### src/rtl/cgra_pwr_seq.sv
`default_nettype none
// ============================================================================
// Module      : cgra_pwr_seq
// Description : CGRA power-domain sequencer. Ramps a segmented power-switch
//               chain one segment at a time and waits for the end-of-chain ack.
//               It then lets the rail settle, releases isolation and reports
//               the domain as on. Dropping the request isolates the domain
//               first and then opens every switch at once.
//               Optional macro CGRA_PWR_SEQ_TIMEOUT_EN bounds the wait for the
//               chain ack and raises a sticky error flag when that bound expires.
// Revision    : 1.0 - initial release
// ============================================================================
module cgra_pwr_seq #(
    parameter int NSTAGE      = 4,
    parameter int STAGE_DLY   = 3,
    parameter int SETTLE_CYC  = 2,
    parameter int TIMEOUT_CYC = 64
) (
    input  logic              clk_i,
    input  logic              rst_i,
    input  logic              pwr_on_req_i,
    output logic [NSTAGE-1:0] sw_en_o,
    input  logic              sw_ack_i,
    output logic              iso_o,
    output logic              pwr_ack_o,
    output logic              err_o
);

    // Counter must hold the largest reload value (max - 1) without wrapping.
    localparam int c_MAX_A  = (STAGE_DLY > SETTLE_CYC) ? STAGE_DLY : SETTLE_CYC;
    localparam int c_MAX    = (c_MAX_A > TIMEOUT_CYC) ? c_MAX_A : TIMEOUT_CYC;
    localparam int c_CNT_W  = $clog2(c_MAX) + 1;

    localparam logic [c_CNT_W-1:0] c_STG_LD = c_CNT_W'(STAGE_DLY - 1);
    localparam logic [c_CNT_W-1:0] c_SET_LD = c_CNT_W'(SETTLE_CYC - 1);
    localparam logic [c_CNT_W-1:0] c_TO_LD  = c_CNT_W'(TIMEOUT_CYC - 1);

    localparam logic [2:0] c_OFF      = 3'd0;
    localparam logic [2:0] c_RAMP_UP  = 3'd1;
    localparam logic [2:0] c_WAIT_ACK = 3'd2;
    localparam logic [2:0] c_SETTLE   = 3'd3;
    localparam logic [2:0] c_DEISO    = 3'd4;
    localparam logic [2:0] c_ON       = 3'd5;
    localparam logic [2:0] c_ISO      = 3'd6;

    logic [2:0]         r_state;
    logic [c_CNT_W-1:0] r_cnt;
    logic [NSTAGE-1:0]  r_sw_en;
    logic               w_cnt_zero;
    logic [NSTAGE-1:0]  w_sw_next;

    assign w_cnt_zero = (r_cnt == '0);
    // The enables form a thermometer code, so OR-ing in a left shift adds
    // exactly the next-higher segment.
    assign w_sw_next  = r_sw_en | (r_sw_en << 1);

    // Sequencer state, shared down-counter and switch enables.
    always_ff @(posedge clk_i) begin
        if (rst_i) begin
            r_state <= c_OFF;
            r_cnt   <= '0;
            r_sw_en <= '0;
        end else begin
            case (r_state)
                c_OFF: begin
                    if (pwr_on_req_i) begin
                        r_state <= c_RAMP_UP;
                        r_sw_en <= NSTAGE'(1);
                        r_cnt   <= c_STG_LD;
                    end
                end
                c_RAMP_UP: begin
                    if (!pwr_on_req_i) begin
                        r_state <= c_ISO;
                    end else if (w_cnt_zero) begin
                        if (&r_sw_en) begin
                            r_state <= c_WAIT_ACK;
                            r_cnt   <= c_TO_LD;
                        end else begin
                            r_sw_en <= w_sw_next;
                            r_cnt   <= c_STG_LD;
                        end
                    end else begin
                        r_cnt <= r_cnt - 1'b1;
                    end
                end
                c_WAIT_ACK: begin
                    if (!pwr_on_req_i) begin
                        r_state <= c_ISO;
                    end else if (sw_ack_i) begin
                        r_state <= c_SETTLE;
                        r_cnt   <= c_SET_LD;
`ifdef CGRA_PWR_SEQ_TIMEOUT_EN
                    end else if (w_cnt_zero) begin
                        // Ack never came: proceed anyway, error flag records it.
                        r_state <= c_SETTLE;
                        r_cnt   <= c_SET_LD;
                    end else begin
                        r_cnt <= r_cnt - 1'b1;
`endif
                    end
                end
                c_SETTLE: begin
                    if (!pwr_on_req_i) begin
                        r_state <= c_ISO;
                    end else if (w_cnt_zero) begin
                        r_state <= c_DEISO;
                    end else begin
                        r_cnt <= r_cnt - 1'b1;
                    end
                end
                c_DEISO: begin
                    if (!pwr_on_req_i) begin
                        r_state <= c_ISO;
                    end else begin
                        r_state <= c_ON;
                    end
                end
                c_ON: begin
                    // Ack dropping here is deliberately ignored.
                    if (!pwr_on_req_i) begin
                        r_state <= c_ISO;
                    end
                end
                c_ISO: begin
                    // Request is not looked at here, guaranteeing one OFF cycle.
                    r_state <= c_OFF;
                    r_sw_en <= '0;
                    r_cnt   <= '0;
                end
                default: begin
                    r_state <= c_OFF;
                    r_sw_en <= '0;
                    r_cnt   <= '0;
                end
            endcase
        end
    end

`ifdef CGRA_PWR_SEQ_TIMEOUT_EN
    logic r_err;

    // Sticky timeout flag, set on the edge that abandons the ack wait.
    always_ff @(posedge clk_i) begin
        if (rst_i) begin
            r_err <= 1'b0;
        end else if ((r_state == c_WAIT_ACK) && pwr_on_req_i && !sw_ack_i && w_cnt_zero) begin
            r_err <= 1'b1;
        end
    end

    assign err_o = r_err;
`else
    assign err_o = 1'b0;
`endif

    // Isolation is released only in DEISO/ON, which are reachable only with
    // the whole chain enabled.
    assign sw_en_o   = r_sw_en;
    assign iso_o     = !((r_state == c_DEISO) || (r_state == c_ON));
    assign pwr_ack_o = (r_state == c_ON);

endmodule
`default_nettype wire

### config.mk
export PLATFORM = sky130hd
export DESIGN_NAME = cgra_pwr_seq
export DESIGN_NICKNAME = d
export VERILOG_FILES = /design/src/rtl/cgra_pwr_seq.sv
export SDC_FILE = /design/constraint.sdc
export NUM_CORES = 1
export LEC_CHECK = 0
export ABC_CLOCK_PERIOD_IN_PS = 1900
export BUFFER_PORTS_ARGS = -buffer_cell sky130_fd_sc_hd__buf_2
export CORE_MARGIN = 2
export CORE_UTILIZATION = 55
export DETAILED_ROUTE_END_ITERATION = 10
export MAX_ROUTING_LAYER = met4
export PLACE_DENSITY = 0.79
export SYNTH_ARGS = -nofsm -noshare
export SYNTH_HDL_FRONTEND = slang
export SYNTH_SLANG_ARGS = --single-unit
### constraint.sdc
create_clock -name clk_i -period 1.9 [get_ports clk_i]
set_clock_uncertainty 0.1 [all_clocks]
set_input_delay 0.57 -clock clk_i [delete_from_list [all_inputs] [get_ports clk_i]]
set_output_delay 0.57 -clock clk_i [all_outputs]
set_load 0.01 [all_outputs]
==> implementation parameters, run 1 <==
Parameter                              Value

Status
  Result of the run    completed

Logic synthesis
  Synthesized net count    109
  Post-synthesis sequential area ratio    0.3173
  Cells taking the most area after synthesis    sky130_fd_sc_hd__dfxtp_1 32%, sky130_fd_sc_hd__nor2_1 5.9%, sky130_fd_sc_hd__a22o_1 3.0%, sky130_fd_sc_hd__nand4_1 2.8%, sky130_fd_sc_hd__nor2b_1 2.8%
  Number of flops mapped to enable cells by yosys    0
  Synth async-reset ratio    0
  Count of mapped cells out of synthesis    104
  #FFs+latches synth    14
  Avg Inst Size Synth    8.494 µm²
  Mapped Area    883.3 µm²
  Cell type with the largest total area after synthesis    sky130_fd_sc_hd__dfxtp_1
  Count of synthesis-stage warnings from yosys    0
  Area share of the leading cell type in the synthesized netlist    0.3173
  Main synth FF type    sky130_fd_sc_hd__dfxtp_1
  Unique masters post-synth    47

Floorplan
  Initial cell density of the core    0.5864
  Num rows    14
  Width of the chip    44.08 µm
  Std-Cell Core Area    1506 µm²
  Vert. Die Dim    44.08 µm
  DIE AREA    1943 µm²
  Number of placed I/O pins    11

Route
  Final antenna-violating net count    0
  TritonRoute pass-1 iters    4
  Number of remaining DRC errors    0
  Routed Wire Length    2.010 mm
  Number of violations reported at the end of detailed-routing iteration 0    29
  Via count normalized by instance count    6.222
  Via total after detailed routing    840
  Detail-routed net length per standard cell    14.89 µm

Setup path
  Crit. End Element    flop
  Worst-case register-to-register setup slack    0.07 ns
  Required time at the worst-slack endpoint    1.96 ns
  WP data arrival    1.89 ns
  CP startpoint kind    flop
  Critical path class    flop to flop
  Largest fanout on the critical path    5

Cells and area
  Number of filler instances in the final layout    124
  Fraction of layout instances using a drive strength above 1    0.2605
  Post-layout net count    125
  Final antenna diode count    0
  Area occupied by multi-input gates    549.3 µm²
  Area growth syn-to-layout    14.73%
  Sequential standard cell area    280.3 µm²

Clock network
  Clock transition at the registers of the reported paths    0.09 ns
  Worst-Skew Late Latency    0.29 ns
  Htree depth    1
  Maximum buffer depth of the clock tree    2
  CTS sink count    14
  Clock tree from TritonCTS    done
  TritonCTS Buffers    3
  Post-cts hold buffer count    0
  Root buffer cell    sky130_fd_sc_hd__clkbuf_4

GRT
  Number of global-route vias before repair    747
  Met1 routing resource usage after global routing    0.3120
  First-pass GRT wire length    3.332 mm
  GRT Residual Overflow    0
  Global routing usage summed across all routing layers    0.2428
  Number of antenna violations at the first check in global routing    0
  Most crowded layer after global routing    met2
  Met2 usage    0.3676
  Met3 track demand over resource    0.02449
  Largest net degree at the start of global routing    17

STA
  Max-slew violation total from the final report    0
  Smallest setup slack after layout    0.07207 ns
  Final critical delay including setup and external delays    1.828 ns
  Ratio of final minimum period to clock period    0.9621
  RSZ-0062 raised after global routing    false
  Final hold viol count    0
  Top achievable clock speed    547.1 MHz
  Setup TNS    0 ns
  Count of final setup violators    0

Placement
  Setup slack at placement    0.1106 ns
  Placer's final routability congestion estimate    0.8638
  DP HPWL    1.500 mm
  Number of port buffers    9

Min path
  Min-Delay Path Class    flop to flop

Pwr
  Peak supply drop    0.0004785 V
  Leakage Power    0.4392 nW
  Pwr/cell area    792.5 nW/µm²

Run
  Max Cap Viol    0
[cells in the final DEF, fill, tap and decap left out, types with 2 or more instances in the layout]
cell                        Yosys  layout
sky130_fd_sc_hd__a22o_1         3       3
sky130_fd_sc_hd__nand4_1        4       4
sky130_fd_sc_hd__buf_2          3       9
sky130_fd_sc_hd__o21ai_0        2       2
sky130_fd_sc_hd__and4_1         2       2
sky130_fd_sc_hd__nor2_1        14      14
sky130_fd_sc_hd__a221oi_1       2       2
sky130_fd_sc_hd__o2bb2ai_1      2       2
sky130_fd_sc_hd__nor3_1         2       2
sky130_fd_sc_hd__clkbuf_4       0       3
sky130_fd_sc_hd__a2bb2oi_1      2       2
sky130_fd_sc_hd__buf_4          2       8
sky130_fd_sc_hd__nor2b_1        4       3
sky130_fd_sc_hd__o211ai_1       3       3
sky130_fd_sc_hd__nand2_1        6       6
sky130_fd_sc_hd__inv_1          6       6
sky130_fd_sc_hd__a21oi_1        3       3
sky130_fd_sc_hd__dfxtp_1       14      14
[per-stage QoR]
step | hold slack [ns] | total power, W | util | instances | instance area (µm²)
final | 0.3809 | 0.0008031 | 0.6728 | 135 | 1013
after floorplan | 0.3365 | 0.0005143 | - | 104 | 883.3
after detailed placement | 0.3622 | 0.0005821 | 0.6470 | 131 | 974.7
after CTS | 0.3734 | 0.0008049 | 0.6728 | 135 | 1013
after global placement | 0.3581 | 0.0005722 | 0.6470 | 131 | 974.7
after global routing | 0.4071 | 0.0008444 | 0.6728 | 135 | 1013
[registers in the layout, indices dropped and copies added (netlist names)]
name	count
r_state	3
sw_en_o	4
r_cnt	7
[worst max-delay path, stage by stage (launching register included)]
cell	delay, ns
sky130_fd_sc_hd__dfxtp_1	0.35
sky130_fd_sc_hd__inv_1	0.07
sky130_fd_sc_hd__ha_1	0.18
sky130_fd_sc_hd__nor2b_1	0.34
sky130_fd_sc_hd__nand2_2	0.14
sky130_fd_sc_hd__a221oi_1	0.36
sky130_fd_sc_hd__o32ai_1	0.15
[layout make-up]
type | instances | area share
Timing Repair Buffer | 17 | 0.1037
Multi-Input combinational cell | 78 | 0.5420
Sequential cell | 14 | 0.2765
Inverter | 6 | 0.02222
Tap cell | 16 | 0.01975
Clock buffer | 4 | 0.03580
[final timing paths]
path                                from  endpoint  depth (start not counted)
worst max-delay path            r_cnt[1]  r_cnt[0]                          6
worst max register to register  r_cnt[1]  r_cnt[0]                          6
worst min register to register  r_cnt[6]  r_cnt[6]                          2
worst min-delay path            r_cnt[6]  r_cnt[6]                          2
[Yosys cell counts, drive strengths merged (4+ instances only)]
master	count
nand4	4
nor2b	4
buf	5
a21oi	4
inv	6
nand2	7
nor2	14
dfxtp	14
o211ai	4
[layer usage]
layer | part of all wire | vias up
met5 | 0 | -
met4 | 0.024 | 0
li1 | - | 418
met2 | 0.48 | 28
met1 | 0.44 | 387
met3 | 0.046 | 7
[repair_timing]
action,CTS,global route
buffers inserted,0,0
hold endpoints to repair,0,0
gates resized for setup,1,0
endpoints found under the setup margin,1,0
[power by group]
group          internal [W]  switching (W)  total [W]
Sequential         0.000312      0.0000235   0.000335
Clock              0.000117       0.000103   0.000220
Combinational      0.000104       0.000144   0.000248
[logic make-up after synthesis]
logic type | Yosys count | synth area share
AO/OA/AOI/OAI | 29 | 0.2706
XOR/XNOR | 1 | 0.009917
adder cells (fa/ha/maj) | 1 | 0.01416
buffers and inverters | 12 | 0.06372
flip-flops | 14 | 0.3173
multiplexers | 1 | 0.01133
other | 1 | 0.004245
AND/OR/NAND/NOR | 45 | 0.3088
Note: power is estimated with default switching activity, not from simulation.
==> inputs of run 2 (changes only) <==
--- a/config.mk
+++ b/config.mk
@@ -8,10 +8,11 @@
 export ABC_CLOCK_PERIOD_IN_PS = 1900
 export BUFFER_PORTS_ARGS = -buffer_cell sky130_fd_sc_hd__buf_2
 export CORE_MARGIN = 2
-export CORE_UTILIZATION = 55
+export CORE_UTILIZATION = 58
+export CTS_BUF_LIST = sky130_fd_sc_hd__clkbuf_8
 export DETAILED_ROUTE_END_ITERATION = 10
 export MAX_ROUTING_LAYER = met4
-export PLACE_DENSITY = 0.79
+export PLACE_DENSITY = 0.83
 export SYNTH_ARGS = -nofsm -noshare
 export SYNTH_HDL_FRONTEND = slang
 export SYNTH_SLANG_ARGS = --single-unit
==> run 2 against run 1 <==
Against the previous run:
- wire length grew 9.2%
- first-iteration DRC count increased by 24%
- final area up 2.0%
- via count increased by 3.2%
- critical path type unchanged
==> implementation parameters, run 2 (synthesized netlist as in run 1, its figures left out) <==
Parameter                              Value

Cells and area
  Final antenna diode count    0 (unchanged)
  Number of filler instances in the final layout    115 (-7.3%)
  Largest register FFs    7 (unchanged)
  Most frequent standard cell in the layout excluding fill and tap cells    sky130_fd_sc_hd__nor2_1
  Area occupied by multi-input gates    556.8 µm² (+1.4%)
  Fraction of layout instances using a drive strength above 1    0.2712 (+0.01068)
  Post-layout net count    124 (-0.80%)
  Commonest cells after routing, fill and taps aside    14 x sky130_fd_sc_hd__nor2_1, 13 x sky130_fd_sc_hd__dfxtp_1, 9 x sky130_fd_sc_hd__buf_2
  Sequential standard cell area    281.5 µm² (+0.45%)
  Area growth syn-to-layout    17.00%
  Register with the highest flop count    r_cnt

Route
  Number of violations reported at the end of detailed-routing iteration 0    36 (+24%)
  Detail-routed net length per standard cell    16.38 µm (+10%)
  Via total after detailed routing    867 (+3.2%)
  Final antenna-violating net count    0 (unchanged)
  Via count normalized by instance count    6.470 (+4.0%)
  Number of remaining DRC errors    0 (unchanged)
  TritonRoute pass-1 iters    4 (unchanged)
  Routed Wire Length    2.195 mm (+9.2%)

Setup path
  Largest delay contributor family on the critical path    compound AO/OA/AOI/OAI gates
  Worst reg2reg path endpoint    r_cnt[2]
  Largest fanout on the critical path    5 (unchanged)
  Required time at the worst-slack endpoint    1.94 ns (-0.02 ns)
  Critical path class    flop to flop
  Slowest CP cell    sky130_fd_sc_hd__dfxtp_1
  CP cell instances    inv_1 > ha_1 > nor2b_2 > nand2_2 > o2111a_1 > a221o_1
  Worst-case register-to-register setup slack    0.08 ns (about the same)
  Crit. End Element    flop
  Reg2reg start    r_cnt[0]
  Slowest cell delay on critical path    0.35 ns (about the same)
  Number of cells on the critical path    6 (unchanged)
  CP startpoint kind    flop
  Buffers and inverters on the worst path    1 (unchanged)
  Reg2reg path depth    6 (unchanged)
  WP data arrival    1.86 ns (-0.03 ns)

Pwr
  Leakage Power    0.4451 nW (+1.3%)
  Peak supply drop    0.0005337 V (+12%)
  Pwr/cell area    850.5 nW/µm² (+7.3%)
  Power Internal    0.0005970 W (+12%)
  Switching power    0.0002819 W (+4.1%)
  Total power    0.0008789 W (+9.4%)
  Switching share of power    0.3208 (-0.01654)
  Register share of total power    0.385 (-0.032)
  Power share of the clock group    0.338 (+0.064)
  Comb power frac    0.277 (-0.032)

STA
  Final hold viol count    0 (unchanged)
  Top achievable clock speed    549.0 MHz (+0.35%)
  Max-slew violation total from the final report    0 (unchanged)
  RSZ-0062 raised after global routing    false
  Count of final setup violators    0 (unchanged)
  Ratio of final minimum period to clock period    0.9587 (-0.003386)
  Setup TNS    0 ns (unchanged)
  Final critical delay including setup and external delays    1.821 ns (-0.006433 ns)

Clock network
  Clock transition at the registers of the reported paths    0.06 ns (-0.03 ns)
  Root buffer cell    sky130_fd_sc_hd__clkbuf_8
  Post-cts hold buffer count    0 (unchanged)
  TritonCTS Buffers    3 (unchanged)
  Maximum buffer depth of the clock tree    2 (unchanged)
  CTS sink count    14 (unchanged)
  Htree depth    1 (unchanged)
  Worst-Skew Late Latency    0.25 ns (-0.04 ns)
  Clock tree from TritonCTS    done

Floorplan
  Initial cell density of the core    0.6003 (+0.01396)
  Width of the chip    43.03 µm (-2.4%)
  DIE AREA    1851 µm² (-4.7%)
  Std-Cell Core Area    1471 µm² (-2.3%)
  Vert. Die Dim    43.03 µm (-2.4%)
  Number of placed I/O pins    11 (unchanged)
  Num rows    14 (unchanged)

GRT
  Global routing usage summed across all routing layers    0.2682 (+0.02546)
  Number of global-route vias before repair    751 (+0.54%)
  Number of antenna violations at the first check in global routing    0 (unchanged)
  Largest net degree at the start of global routing    16 (-1)
  GRT Residual Overflow    0 (unchanged)
  First-pass GRT wire length    3.588 mm (+7.7%)

Placement
  Placer's final routability congestion estimate    0.9405 (+8.9%)
  Number of port buffers    9 (unchanged)
  DP HPWL    1.558 mm (+3.8%)

Status
  Result of the run    completed

Min path
  Beginning of the worst hold path    r_cnt[6]
  Cells on Worst Hold Path    2 (unchanged)
  Endpoint with the worst hold slack    r_cnt[6]
  Min-Delay Path Class    flop to flop

Run
  Max Cap Viol    0 (unchanged)
## run 2: cell count changes in the layout (fill, tap and decap cells not counted), sizes merged
cell	previous run	this run
buf	17	16
## run 2: tightest hold or removal path, delay by kind of cell, from the launching register on
kind | cells | cell delay [ns]
AND/OR/NAND/NOR | 1 | 0.07
AO/OA/AOI/OAI | 1 | 0.04
flip-flops | 1 | 0.34
## run 2: what timing repair did
action,4_1_cts,5_1_grt
setup buffers,0,0
gates resized for setup,1,3
setup endpoints to repair,1,8
pin swaps,0,1
## run 2: layout make-up
type	count	area share
multi-input combinational	78	0.5387
sequential	14	0.2724
timing repair buffer	16	0.09443
clock buffer	4	0.05327
inverter	6	0.02179
tap	16	0.01937
## run 2: worst max-delay path by stage
| stage | from | end | slack, ns |
|---|---|---|---|
| 4_1_cts | r_cnt[0] | r_cnt[2] | 0.004 |
| 6_report | r_cnt[0] | r_cnt[2] | 0.08 |
| 2_1_floorplan | rst_i | sw_en_o[1] | 0.21 |
| 3_5_place_dp | r_cnt[0] | r_cnt[2] | 0.03 |
| 5_1_grt | r_cnt[0] | r_cnt[0] | 0.03 |
| 3_3_place_gp | r_cnt[0] | r_cnt[2] | 0.06 |
## run 2: power groups by stage
stage / sequential [W] / clock, W / combinational (W)
6_report: 0.000339 / 0.000297 / 0.000243
5_1_grt: 0.000341 / 0.000313 / 0.000263
4_1_cts: 0.000336 / 0.000301 / 0.000236
3_5_place_dp: 0.000342 / 0 / 0.000232
3_3_place_gp: 0.000340 / 0 / 0.000226
2_1_floorplan: 0.000334 / 0 / 0.000180
## run 2: through the flow
step | worst slack, ns | hold slack, ns | util | instances | instance area [µm²]
floorplan | 0.2140 | 0.3365 | - | 104 | 883.3
finish | 0.07850 | 0.3953 | 0.7024 | 134 | 1033
detailed placement | 0.03060 | 0.3741 | 0.6573 | 130 | 967.2
global route | 0.02539 | 0.4282 | 0.7024 | 134 | 1033
global placement | 0.05743 | 0.3773 | 0.6573 | 130 | 967.2
CTS | 0.003717 | 0.3820 | 0.6964 | 134 | 1025
## run 2: per-layer routing
| metal | up-vias | track usage | wire (µm) |
|---|---|---|---|
| met1 | 407 | 0.3360 | 968 |
| met2 | 42 | 0.4333 | 1052 |
| met3 | 5 | 0.03830 | 138 |
| li1 | 413 | - | - |
| met5 | - | - | 0 |
| met4 | 0 | 0.1091 | 37 |
==> inputs of run 3 (changes only) <==
--- a/config.mk
+++ b/config.mk
@@ -9,7 +9,7 @@
 export BUFFER_PORTS_ARGS = -buffer_cell sky130_fd_sc_hd__buf_2
 export CORE_MARGIN = 2
 export CORE_UTILIZATION = 58
-export CTS_BUF_LIST = sky130_fd_sc_hd__clkbuf_8
+export CTS_BUF_LIST = sky130_fd_sc_hd__clkbuf_4
 export DETAILED_ROUTE_END_ITERATION = 10
 export MAX_ROUTING_LAYER = met4
 export PLACE_DENSITY = 0.83
==> run 3 against run 2 <==
Against the previous run:
- total power decreased by 13%
- worst setup slack got worse by 0.023 ns
- sequential power about the same
- sequential cell count unchanged
- largest power group unchanged
==> implementation parameters, run 3 (synthesized netlist as in run 1, its figures left out) <==
Parameter                              Value

Status
  Result of the run    completed

STA
  Ratio of final minimum period to clock period    0.9705 (+0.01185)
  Top achievable clock speed    542.3 MHz (-1.2%)
  Max-slew violation total from the final report    0 (unchanged)
  Final critical delay including setup and external delays    1.844 ns (+0.02251 ns)
  Setup TNS    0 ns (unchanged)
  Count of final setup violators    0 (unchanged)
  Final hold viol count    0 (unchanged)
  RSZ-0062 raised after global routing    false

Cells and area
  Register with the highest flop count    r_cnt
  Most frequent standard cell in the layout excluding fill and tap cells    sky130_fd_sc_hd__nor2_1
  Number of filler instances in the final layout    119 (+3.5%)
  Area growth syn-to-layout    13.74%
  Final antenna diode count    0 (unchanged)
  Post-layout instance area    1005 µm² (-2.8%)
  Largest register FFs    7 (unchanged)
  Commonest cells after routing, fill and taps aside    14 x sky130_fd_sc_hd__nor2_1, 13 x sky130_fd_sc_hd__dfxtp_1, 9 x sky130_fd_sc_hd__buf_2
  Fraction of layout instances using a drive strength above 1    0.2627 (-0.008475)
  Post-layout net count    124 (unchanged)

Setup path
  Worst reg2reg path endpoint    r_cnt[0]
  Reg2reg start    r_cnt[0]
  Largest fanout on the critical path    5 (unchanged)
  WP data arrival    1.17 ns (-0.69 ns)
  Reg2reg path depth    6 (unchanged)
  Required time at the worst-slack endpoint    1.23 ns (-0.71 ns)
  Worst-case register-to-register setup slack    0.08 ns (about the same)
  CP startpoint kind    flop
  Critical path class    flop to primary output
  Crit. End Element    primary output

Min path
  Beginning of the worst hold path    r_cnt[6]
  Min-Delay Path Class    flop to flop
  Cells on Worst Hold Path    2 (unchanged)
  Endpoint with the worst hold slack    r_cnt[6]

Floorplan
  Vert. Die Dim    43.03 µm (unchanged)
  Num rows    14 (unchanged)
  Initial cell density of the core    0.6003 (unchanged)
  Number of placed I/O pins    11 (unchanged)
  DIE AREA    1851 µm² (unchanged)
  Width of the chip    43.03 µm (unchanged)
  Std-Cell Core Area    1471 µm² (unchanged)

Route
  Final antenna-violating net count    0 (unchanged)
  Routed Wire Length    2.131 mm (-2.9%)
  Met3 wire length    93 µm (-33%)
  DRT met1 WL    994 µm (+2.7%)
  Via count normalized by instance count    6.470 (unchanged)
  Met2 wire length    1.005 mm (-4.5%)
  Detail-routed net length per standard cell    15.90 µm (-2.9%)
  TritonRoute pass-1 iters    4 (unchanged)
  Via total after detailed routing    867 (unchanged)
  Number of violations reported at the end of detailed-routing iteration 0    31 (-14%)
  Number of remaining DRC errors    0 (unchanged)
  Top routing layer in use    met4

Clock network
  Root buffer cell    sky130_fd_sc_hd__clkbuf_4
  Worst-Skew Late Latency    0.29 ns (+0.04 ns)
  TritonCTS Buffers    3 (unchanged)
  CTS sink count    14 (unchanged)
  Maximum buffer depth of the clock tree    2 (unchanged)
  Clock tree from TritonCTS    done
  Htree depth    1 (unchanged)
  Clock transition at the registers of the reported paths    0.10 ns (+0.04 ns)
  Post-CTS setup buffer count    0 (unchanged)

Placement
  Placer's final routability congestion estimate    0.9405 (unchanged)
  Total cell area at the placement stage    967.2 µm² (unchanged)
  DP HPWL    1.558 mm (unchanged)
  Number of port buffers    9 (unchanged)

Pwr
  Switching power    0.0002775 W (-1.6%)
  Pwr/cell area    763.0 nW/µm² (-10%)
  Comb power frac    0.315 (+0.038)
  Power share of the clock group    0.245 (-0.093)
  Leakage Power    0.4317 nW (-3.0%)
  Power Internal    0.0004891 W (-18%)
  Switching share of power    0.3620 (+0.04120)
  Peak supply drop    0.0004655 V (-13%)
  Register share of total power    0.440 (+0.055)

GRT
  First-pass GRT wire length    3.525 mm (-1.8%)
  Number of global-route vias before repair    747 (-0.53%)
  Global routing usage summed across all routing layers    0.2626 (-0.005637)
  Largest net degree at the start of global routing    16 (unchanged)
  Number of antenna violations at the first check in global routing    0 (unchanged)
  GRT Residual Overflow    0 (unchanged)

Run
  Max Cap Viol    0 (unchanged)
## run 3: cell count changes in the layout (fill, tap and decap cells not counted), sizes merged
cell / previous run / this run
clkbuf: 4 / 3
clkinv: 0 / 1
## run 3: worst max-delay path by stage
| stage | from | to | slack [ns] | depth (start not counted) |
|---|---|---|---|---|
| after floorplan | rst_i | sw_en_o[1] | 0.21 | 5 |
| after global placement | r_cnt[0] | r_cnt[2] | 0.06 | 6 |
| after detailed placement | r_cnt[0] | r_cnt[2] | 0.03 | 6 |
| after CTS | r_cnt[0] | r_cnt[2] | 0.02 | 6 |
| after global routing | r_state[2] | pwr_ack_o | 0.001 | 3 |
| final | r_state[2] | pwr_ack_o | 0.06 | 3 |
## run 3: power groups by stage
stage	Sequential [W]	Clock [W]	Combinational, W
2_1_floorplan	0.000334	0	0.000180
3_3_place_gp	0.000340	0	0.000226
3_5_place_dp	0.000342	0	0.000232
4_1_cts	0.000335	0.000185	0.000236
5_1_grt	0.000340	0.000199	0.000263
6_report	0.000337	0.000188	0.000241
## run 3: area by class of cell
cell class,count,area (µm²),share of cell area
inverter,6,22.52,0.02242
multi-input combinational,78,556.8,0.5542
timing repair buffer,16,97.59,0.09714
clock inverter,1,3.754,0.003736
clock buffer,3,22.52,0.02242
sequential,14,281.5,0.2802
tap,16,20.02,0.01993
## run 3: layer usage
layer / vias up / global-route usage
met1: 416 / 0.3325
met4: 0 / 0.1091
li1: 416 / -
met3: 5 / 0.03830
met5: - / -
met2: 30 / 0.4182
## run 3: per-stage QoR
step | cells | setup slack (ns) | total power, W | utilization | hold WS [ns]
final | 134 | 0.05599 | 0.0007666 | 0.6828 | 0.3941
after global routing | 134 | 0.001177 | 0.0008024 | 0.6828 | 0.4334
after global placement | 130 | 0.05743 | 0.0005661 | 0.6573 | 0.3773
after detailed placement | 130 | 0.03060 | 0.0005741 | 0.6573 | 0.3741
after floorplan | 104 | 0.2140 | 0.0005143 | - | 0.3365
after CTS | 134 | 0.01589 | 0.0007566 | 0.6769 | 0.3862
## run 3: timing repair
action / 4_1_cts / 5_1_grt
pin swaps: 0 / 1
resized for setup: 1 / 3
hold buffers: 0 / 0
setup endpoints to repair: 1 / 9
## run 3: worst max-delay path, stage by stage, from the launching register on
cell and delay (ns):
sky130_fd_sc_hd__dfxtp_1 0.40, sky130_fd_sc_hd__nor2b_4 0.22, sky130_fd_sc_hd__and2_1 0.14, sky130_fd_sc_hd__buf_2 0.12
